$ cat config.mk
export PLATFORM = sky130hd
export DESIGN_NAME = bus_demux4
export DESIGN_NICKNAME = d
export VERILOG_FILES = /design/src/rtl/bus_pkg.sv /design/src/rtl/bus_demux4_mux4.sv /design/src/rtl/bus_demux4.sv
export SDC_FILE = /design/constraint.sdc
export NUM_CORES = 1
export LEC_CHECK = 0
export CORE_MARGIN = 1
export CORE_UTILIZATION = 40
export CTS_CLUSTER_SIZE = 30
export DETAILED_ROUTE_END_ITERATION = 12
export GPL_ROUTABILITY_DRIVEN = 0
export PLACE_DENSITY_LB_ADDON = 0.08
export SLEW_MARGIN = 20
export SYNTH_ARGS = -nofsm -noshare
export SYNTH_HDL_FRONTEND = slang
export SYNTH_SLANG_ARGS = --single-unit
$ cat constraint.sdc
create_clock -name clk -period 2.9 [get_ports clk]
set_clock_uncertainty 0.15 [all_clocks]
set_input_delay 0.435 -clock clk [delete_from_list [all_inputs] [get_ports clk]]
set_output_delay 0.435 -clock clk [all_outputs]
set_load 0.01 [all_outputs]
$ cat src/rtl/bus_pkg.sv
// Shared types and constants for the data-bus demultiplexer.
package bus_pkg;

  typedef enum logic [1:0] {
    IDLE = 2'd0,
    REQ  = 2'd1,
    RSP  = 2'd2,
    DONE = 2'd3
  } bus_state_t;

  typedef logic [1:0] tgt_sel_t;

  localparam tgt_sel_t TGT_RAM   = 2'd0;
  localparam tgt_sel_t TGT_UART  = 2'd1;
  localparam tgt_sel_t TGT_TIMER = 2'd2;
  localparam tgt_sel_t TGT_GPIO  = 2'd3;

  localparam int TIMER_W = 16;

  function automatic logic [3:0] sel_onehot(input tgt_sel_t sel);
    logic [3:0] oh;
    case (sel)
      TGT_RAM:   oh = 4'b0001;
      TGT_UART:  oh = 4'b0010;
      TGT_TIMER: oh = 4'b0100;
      TGT_GPIO:  oh = 4'b1000;
      default:   oh = 4'b0000;
    endcase
    return oh;
  endfunction

endpackage

$ cat src/rtl/bus_demux4_mux4.sv
// Parameterised 4-input mux used to pick the selected target's read data.
module bus_demux4_mux4
  import bus_pkg::*;
#(
  parameter int W = 32
) (
  input  logic [W-1:0] d0,
  input  logic [W-1:0] d1,
  input  logic [W-1:0] d2,
  input  logic [W-1:0] d3,
  input  tgt_sel_t     sel,
  output logic [W-1:0] y
);

  always_comb begin
    case (sel)
      TGT_RAM:   y = d0;
      TGT_UART:  y = d1;
      TGT_TIMER: y = d2;
      TGT_GPIO:  y = d3;
      default:   y = {W{1'b0}};
    endcase
  end

endmodule

$ cat src/rtl/bus_demux4.sv
// Routes one memory-stage request to RAM/UART/timer/GPIO by the top address
// bits and returns that target's response; a timer converts silence to an error.
module bus_demux4 #(
  parameter int DATA_WIDTH = 32,
  parameter int ADDR_WIDTH = 32,
  parameter int TIMEOUT    = 255
) (
  input  logic                    clk,
  input  logic                    rst_n,
  input  logic                    req_valid_i,
  output logic                    req_ready_o,
  input  logic [ADDR_WIDTH-1:0]   req_addr_i,
  input  logic                    req_we_i,
  input  logic [DATA_WIDTH-1:0]   req_wdata_i,
  input  logic [DATA_WIDTH/8-1:0] req_be_i,
  output logic                    rsp_valid_o,
  output logic [DATA_WIDTH-1:0]   rsp_rdata_o,
  output logic                    rsp_err_o,
  output logic [3:0]              t_req_valid_o,
  input  logic [3:0]              t_req_ready_i,
  output logic [ADDR_WIDTH-1:0]   t_addr_o,
  output logic                    t_we_o,
  output logic [DATA_WIDTH-1:0]   t_wdata_o,
  output logic [DATA_WIDTH/8-1:0] t_be_o,
  input  logic [3:0]              t_rsp_valid_i,
  input  logic [4*DATA_WIDTH-1:0] t_rdata_i
);
  import bus_pkg::*;

  // The timer holds the cycles already spent in REQ/RSP, so expiry fires on the
  // (TIMEOUT-1)th such cycle and the error lands TIMEOUT cycles after acceptance.
  localparam logic [TIMER_W-1:0] EXPIRE = TIMER_W'(TIMEOUT - 2);

  bus_state_t              state_r, state_s;
  tgt_sel_t                sel_r;
  logic [ADDR_WIDTH-1:0]   addr_r;
  logic                    we_r;
  logic [DATA_WIDTH-1:0]   wdata_r;
  logic [DATA_WIDTH/8-1:0] be_r;
  logic [DATA_WIDTH-1:0]   rdata_r;
  logic                    err_r;
  logic [TIMER_W-1:0]      timer_r;
  logic [DATA_WIDTH-1:0]   mux_rdata_s;
  logic                    accept_s, done_ok_s, done_err_s, expire_s;

  bus_demux4_mux4 #(.W(DATA_WIDTH)) u_rdata_mux (
    .d0  (t_rdata_i[0*DATA_WIDTH +: DATA_WIDTH]),
    .d1  (t_rdata_i[1*DATA_WIDTH +: DATA_WIDTH]),
    .d2  (t_rdata_i[2*DATA_WIDTH +: DATA_WIDTH]),
    .d3  (t_rdata_i[3*DATA_WIDTH +: DATA_WIDTH]),
    .sel (sel_r),
    .y   (mux_rdata_s)
  );

  always_comb begin
    state_s    = state_r;
    accept_s   = 1'b0;
    done_ok_s  = 1'b0;
    done_err_s = 1'b0;
    expire_s   = (timer_r == EXPIRE);
    case (state_r)
      IDLE: begin
        if (req_valid_i) begin
          accept_s = 1'b1;
          state_s  = REQ;
        end else begin
          state_s  = IDLE;
        end
      end
      REQ: begin
        if (t_req_ready_i[sel_r]) begin
          state_s    = RSP;
        end else if (expire_s) begin
          done_err_s = 1'b1;
          state_s    = DONE;
        end else begin
          state_s    = REQ;
        end
      end
      RSP: begin
        // A target response on the expiry cycle takes priority over the error.
        if (t_rsp_valid_i[sel_r]) begin
          done_ok_s  = 1'b1;
          state_s    = DONE;
        end else if (expire_s) begin
          done_err_s = 1'b1;
          state_s    = DONE;
        end else begin
          state_s    = RSP;
        end
      end
      DONE:    state_s = IDLE;
      default: state_s = IDLE;
    endcase
  end

  always_ff @(posedge clk or negedge rst_n) begin
    if (!rst_n) begin
      state_r <= IDLE;
      sel_r   <= TGT_RAM;
      addr_r  <= {ADDR_WIDTH{1'b0}};
      we_r    <= 1'b0;
      wdata_r <= {DATA_WIDTH{1'b0}};
      be_r    <= {(DATA_WIDTH/8){1'b0}};
      rdata_r <= {DATA_WIDTH{1'b0}};
      err_r   <= 1'b0;
      timer_r <= {TIMER_W{1'b0}};
    end else begin
      state_r <= state_s;
      if (accept_s) begin
        sel_r   <= tgt_sel_t'(req_addr_i[ADDR_WIDTH-1 -: 2]);
        addr_r  <= req_addr_i;
        we_r    <= req_we_i;
        wdata_r <= req_wdata_i;
        be_r    <= req_be_i;
        rdata_r <= {DATA_WIDTH{1'b0}};
        err_r   <= 1'b0;
        timer_r <= {TIMER_W{1'b0}};
      end else if ((state_r == REQ || state_r == RSP) && timer_r != {TIMER_W{1'b1}}) begin
        timer_r <= timer_r + {{(TIMER_W-1){1'b0}}, 1'b1};
      end
      if (done_ok_s) begin
        rdata_r <= we_r ? {DATA_WIDTH{1'b0}} : mux_rdata_s;
        err_r   <= 1'b0;
      end else if (done_err_s) begin
        rdata_r <= {DATA_WIDTH{1'b0}};
        err_r   <= 1'b1;
      end
    end
  end

  assign req_ready_o   = (state_r == IDLE);
  assign rsp_valid_o   = (state_r == DONE);
  assign rsp_rdata_o   = rdata_r;
  assign rsp_err_o     = err_r;
  assign t_req_valid_o = (state_r == REQ) ? sel_onehot(sel_r) : 4'b0000;
  assign t_addr_o      = addr_r;
  assign t_we_o        = we_r;
  assign t_wdata_o     = wdata_r;
  assign t_be_o        = be_r;

endmodule

==> flow_metrics.tcl, run 1 <==
set metrics [dict create \
    layout-drive-gt1-share 0.0903 \
    max_stage_delay_ns 0.57 \
    final_util 0.696 \
    ys_seq_area_frac 0.510 \
    rsz0062_at_grt "false" \
    relSlewSlack 0.419 \
    n_fill_cell 1122 \
    nets 1132 \
    max_freq_ghz 0.377 \
    ir_worst_vdd_mv 0.580 \
    synth_ff_type "dfrtp_1" \
    cap_violations 0 \
    p_int_w 0.00587 \
    netlist_area_mm2 0.00588 \
    clock-sinks 120 \
    critical_path_depth 5 \
    p_comb_frac 0.476 \
    post_cts_buffers 0 \
    dr.pass1.iters 4 \
    clk_pin_slew_ns 0.05 \
    fin_setup_tns_ns 0 \
    crit_type "reg2out" \
    yosys_warnings 0 \
    wire_per_inst_um 17.9 \
    antenna_found_initial 0 \
    cp_common_cell "inv_1" \
    crit_chain "inv_1 -> ha_1 -> inv_1 -> nor3b_1 -> clkdlybuf4s50_1" \
    yosysUniqueCellTypes 43 \
    crit_family "buffers and inverters" \
    p_sw_frac 0.350 \
    cts_buffer_depth 2 \
    cts_buffers 17 \
    clk_latency_ns 0.41 \
    die_w_um 123 \
    startpoint_type "register" \
    seq_power_share 0.313 \
    timing.final.ws_setup_ns 0.250 \
    dieArea_mm2 0.0152 \
    viasPerCell 5.14 \
    crit_slowest_cell "clkdlybuf4s50_1" \
    fin_crit_ns 2.65 \
    num_antenna_cells 0 \
    drc 0 \
    status "complete, no violations" \
    root_buffer "clkbuf_16" \
    cp.required_ns 2.32 \
    cts_max_level 4 \
    hpwl_um 15300 \
    ant_nets 0 \
    cp_num_buf_inv 3 \
    synth_edf_count 0 \
    syn_avg_cell_area_um2 9.73 \
    pin_count 316 \
    worstPathMaxFanout 4 \
    drt-total-wl_um 19800 \
    syn2layout_area_growth_pct 66.6 \
    setup_viol 0 \
    grt_max_degree 49 \
    grt_pass1_vias 5929 \
    fp.coreArea_mm2 0.0141 \
    fin_hold_ws_ns 0.323 \
    grt.total_usage 0.263 \
    syn_inst 605 \
    port_buffers 315 \
    drt_iter0_drc 295 \
    async_reset_ff_frac 1.00 \
    power.share.clock 0.211 \
    place_ws_ns 0.279 \
    worstHoldPathCells 2 \
    tritoncts "done" \
    start_util 0.417 \
    r2r.worst_path.cells 7 \
    maxSlewViolCount 0 \
    cp-end-kind "output pin" \
    hp-class "reg2reg" \
    yosys_register_bits 120 \
    grt-ovfl-total 0 \
    finalHoldViolCount 0 \
    pwr_density_cell_mw_per_mm2 920 \
    syn_nets 819 \
    crit_arrival_ns 2.06 \
    rows 43 \
    vias 5707 \
    die_h_um 123 \
    p_sw_w 0.00315 \
    grt_pass1_wl_um 29600 \
    layout_worst_path_cycle_share 0.914 \
    p_leak_nw 4.41 \
    worstMarginPinSlew_ns 0.865 \
]
## metal layers
layer | up-vias | track usage | wire, µm
met1 | 2756 | 0.294 | 7340
met5 | - | 0 | 0
met4 | 0 | 0.109 | 406
met2 | 250 | 0.454 | 10100
li1 | 2672 | - | -
met3 | 29 | 0.0909 | 1960
## cells in the mapped netlist (3+ instances only)
cell type | instances | area share
o21ai_0 | 9 | 0.0077
dfrtp_1 | 120 | 0.51
a21oi_1 | 12 | 0.010
mux4_2 | 32 | 0.12
inv_1 | 38 | 0.024
o22ai_1 | 31 | 0.033
or4_1 | 5 | 0.0064
nand3_1 | 8 | 0.0068
clkbuf_1 | 29 | 0.018
nand4_1 | 4 | 0.0043
and4_1 | 3 | 0.0045
o31ai_1 | 5 | 0.0064
nand2_1 | 246 | 0.16
buf_2 | 4 | 0.0034
or3_1 | 8 | 0.0085
nor2_1 | 7 | 0.0045
ha_1 | 6 | 0.013
buf_6 | 3 | 0.0057
## cell type report
| type | count | area [µm²] | area share |
|---|---|---|---|
| repair buffers | 331 | 3310 | 0.338 |
| inverters | 38 | 143 | 0.0145 |
| flip-flops and latches | 120 | 3010 | 0.307 |
| clock inverters | 2 | 10.0 | 0.00102 |
| multi-input cells | 410 | 2580 | 0.263 |
| well taps | 180 | 225 | 0.0230 |
| clock buffers | 29 | 531 | 0.0541 |
## worst register-to-register path: stages (launching register included)
cell and delay [ns]:
dfrtp_1 0.40, inv_1 0.08, ha_1 0.42, or4b_1 0.46, or4_4 0.45, a21oi_4 0.19, buf_12 0.20, o22ai_1 0.10
## cells in the final DEF (no fill, tap or decap), drive strengths merged, types with 8 or more instances in the layout
master,count
o21ai,9
dfrtp,120
mux4,34
buf,16
inv,38
or3,9
clkdlybuf4s50,314
clkbuf,29
a21oi,13
nand2,246
o22ai,32
nand3,8
## through the flow
step	cell area [µm²]	std cells	power [W]
after floorplan	5880	605	0.00481
after global placement	9250	1078	0.00705
after detailed placement	9250	1078	0.00715
after CTS	9800	1110	0.00911
after global routing	9800	1110	0.00958
final	9800	1110	0.00902
## registers in the layout, summed over array words and instances (netlist names), named ones only
signal       cells
rsp_err_o        1
rsp_rdata_o     32
sel_r            1
state_r          1
t_addr_o        31
t_be_o           4
t_wdata_o       32
t_we_o           1
timer_r         16
## power groups by stage
stage	registers (W)	logic, W	clock network [W]
6_report	0.00282	0.00430	0.00191
3_3_place_gp	0.00280	0.00425	0
4_1_cts	0.00282	0.00435	0.00194
2_1_floorplan	0.00307	0.00174	0
5_1_grt	0.00290	0.00465	0.00203
3_5_place_dp	0.00283	0.00433	0
## cells by family after synthesis
family          Yosys count  share of synthesized area
flops                   120                      0.510
mux                      34                      0.131
simple gates            299                      0.214
fa+ha+maj                 6                     0.0128
buf+inv                  75                     0.0527
compound gates           70                     0.0776
xor+xnor                  1                    0.00149
## final timing paths
kind / startpoint / endpoint / slack (ns)
setup reg to reg: state_r[0]$_DFF_PN0_ / rsp_rdata_o[29]$_DFFE_PN0P_ / 0.30
setup / recovery: register / t_req_valid_o[2] / 0.25
min in group asynchronous: rst_n / t_wdata_o[25]$_DFFE_PN0P_ / 0.38
hold / removal: t_addr_o[0]$_DFFE_PN0P_ / t_addr_o[0]$_DFFE_PN0P_ / 0.32
hold reg to reg: t_addr_o[0]$_DFFE_PN0P_ / t_addr_o[0]$_DFFE_PN0P_ / 0.32
max in group asynchronous: rst_n / rsp_rdata_o[18]$_DFFE_PN0P_ / 1.57
## repair_timing
item | in CTS | in global routing
hold endpoints to repair | 31 | 0
hold buffers | 1 | 0
resized for setup | 0 | 0
(Power assumes the default switching activity.)
==> run 2, diff against run 1 <==
--- a/config.mk
+++ b/config.mk
@@ -10,6 +10,7 @@
 export CTS_CLUSTER_SIZE = 30
 export DETAILED_ROUTE_END_ITERATION = 12
 export GPL_ROUTABILITY_DRIVEN = 0
+export HOLD_SLACK_MARGIN = 0.05
 export PLACE_DENSITY_LB_ADDON = 0.08
 export SLEW_MARGIN = 20
 export SYNTH_ARGS = -nofsm -noshare
==> results of run 2 <==
No change in the layout: final DEF, timing and power equal those of run 1.
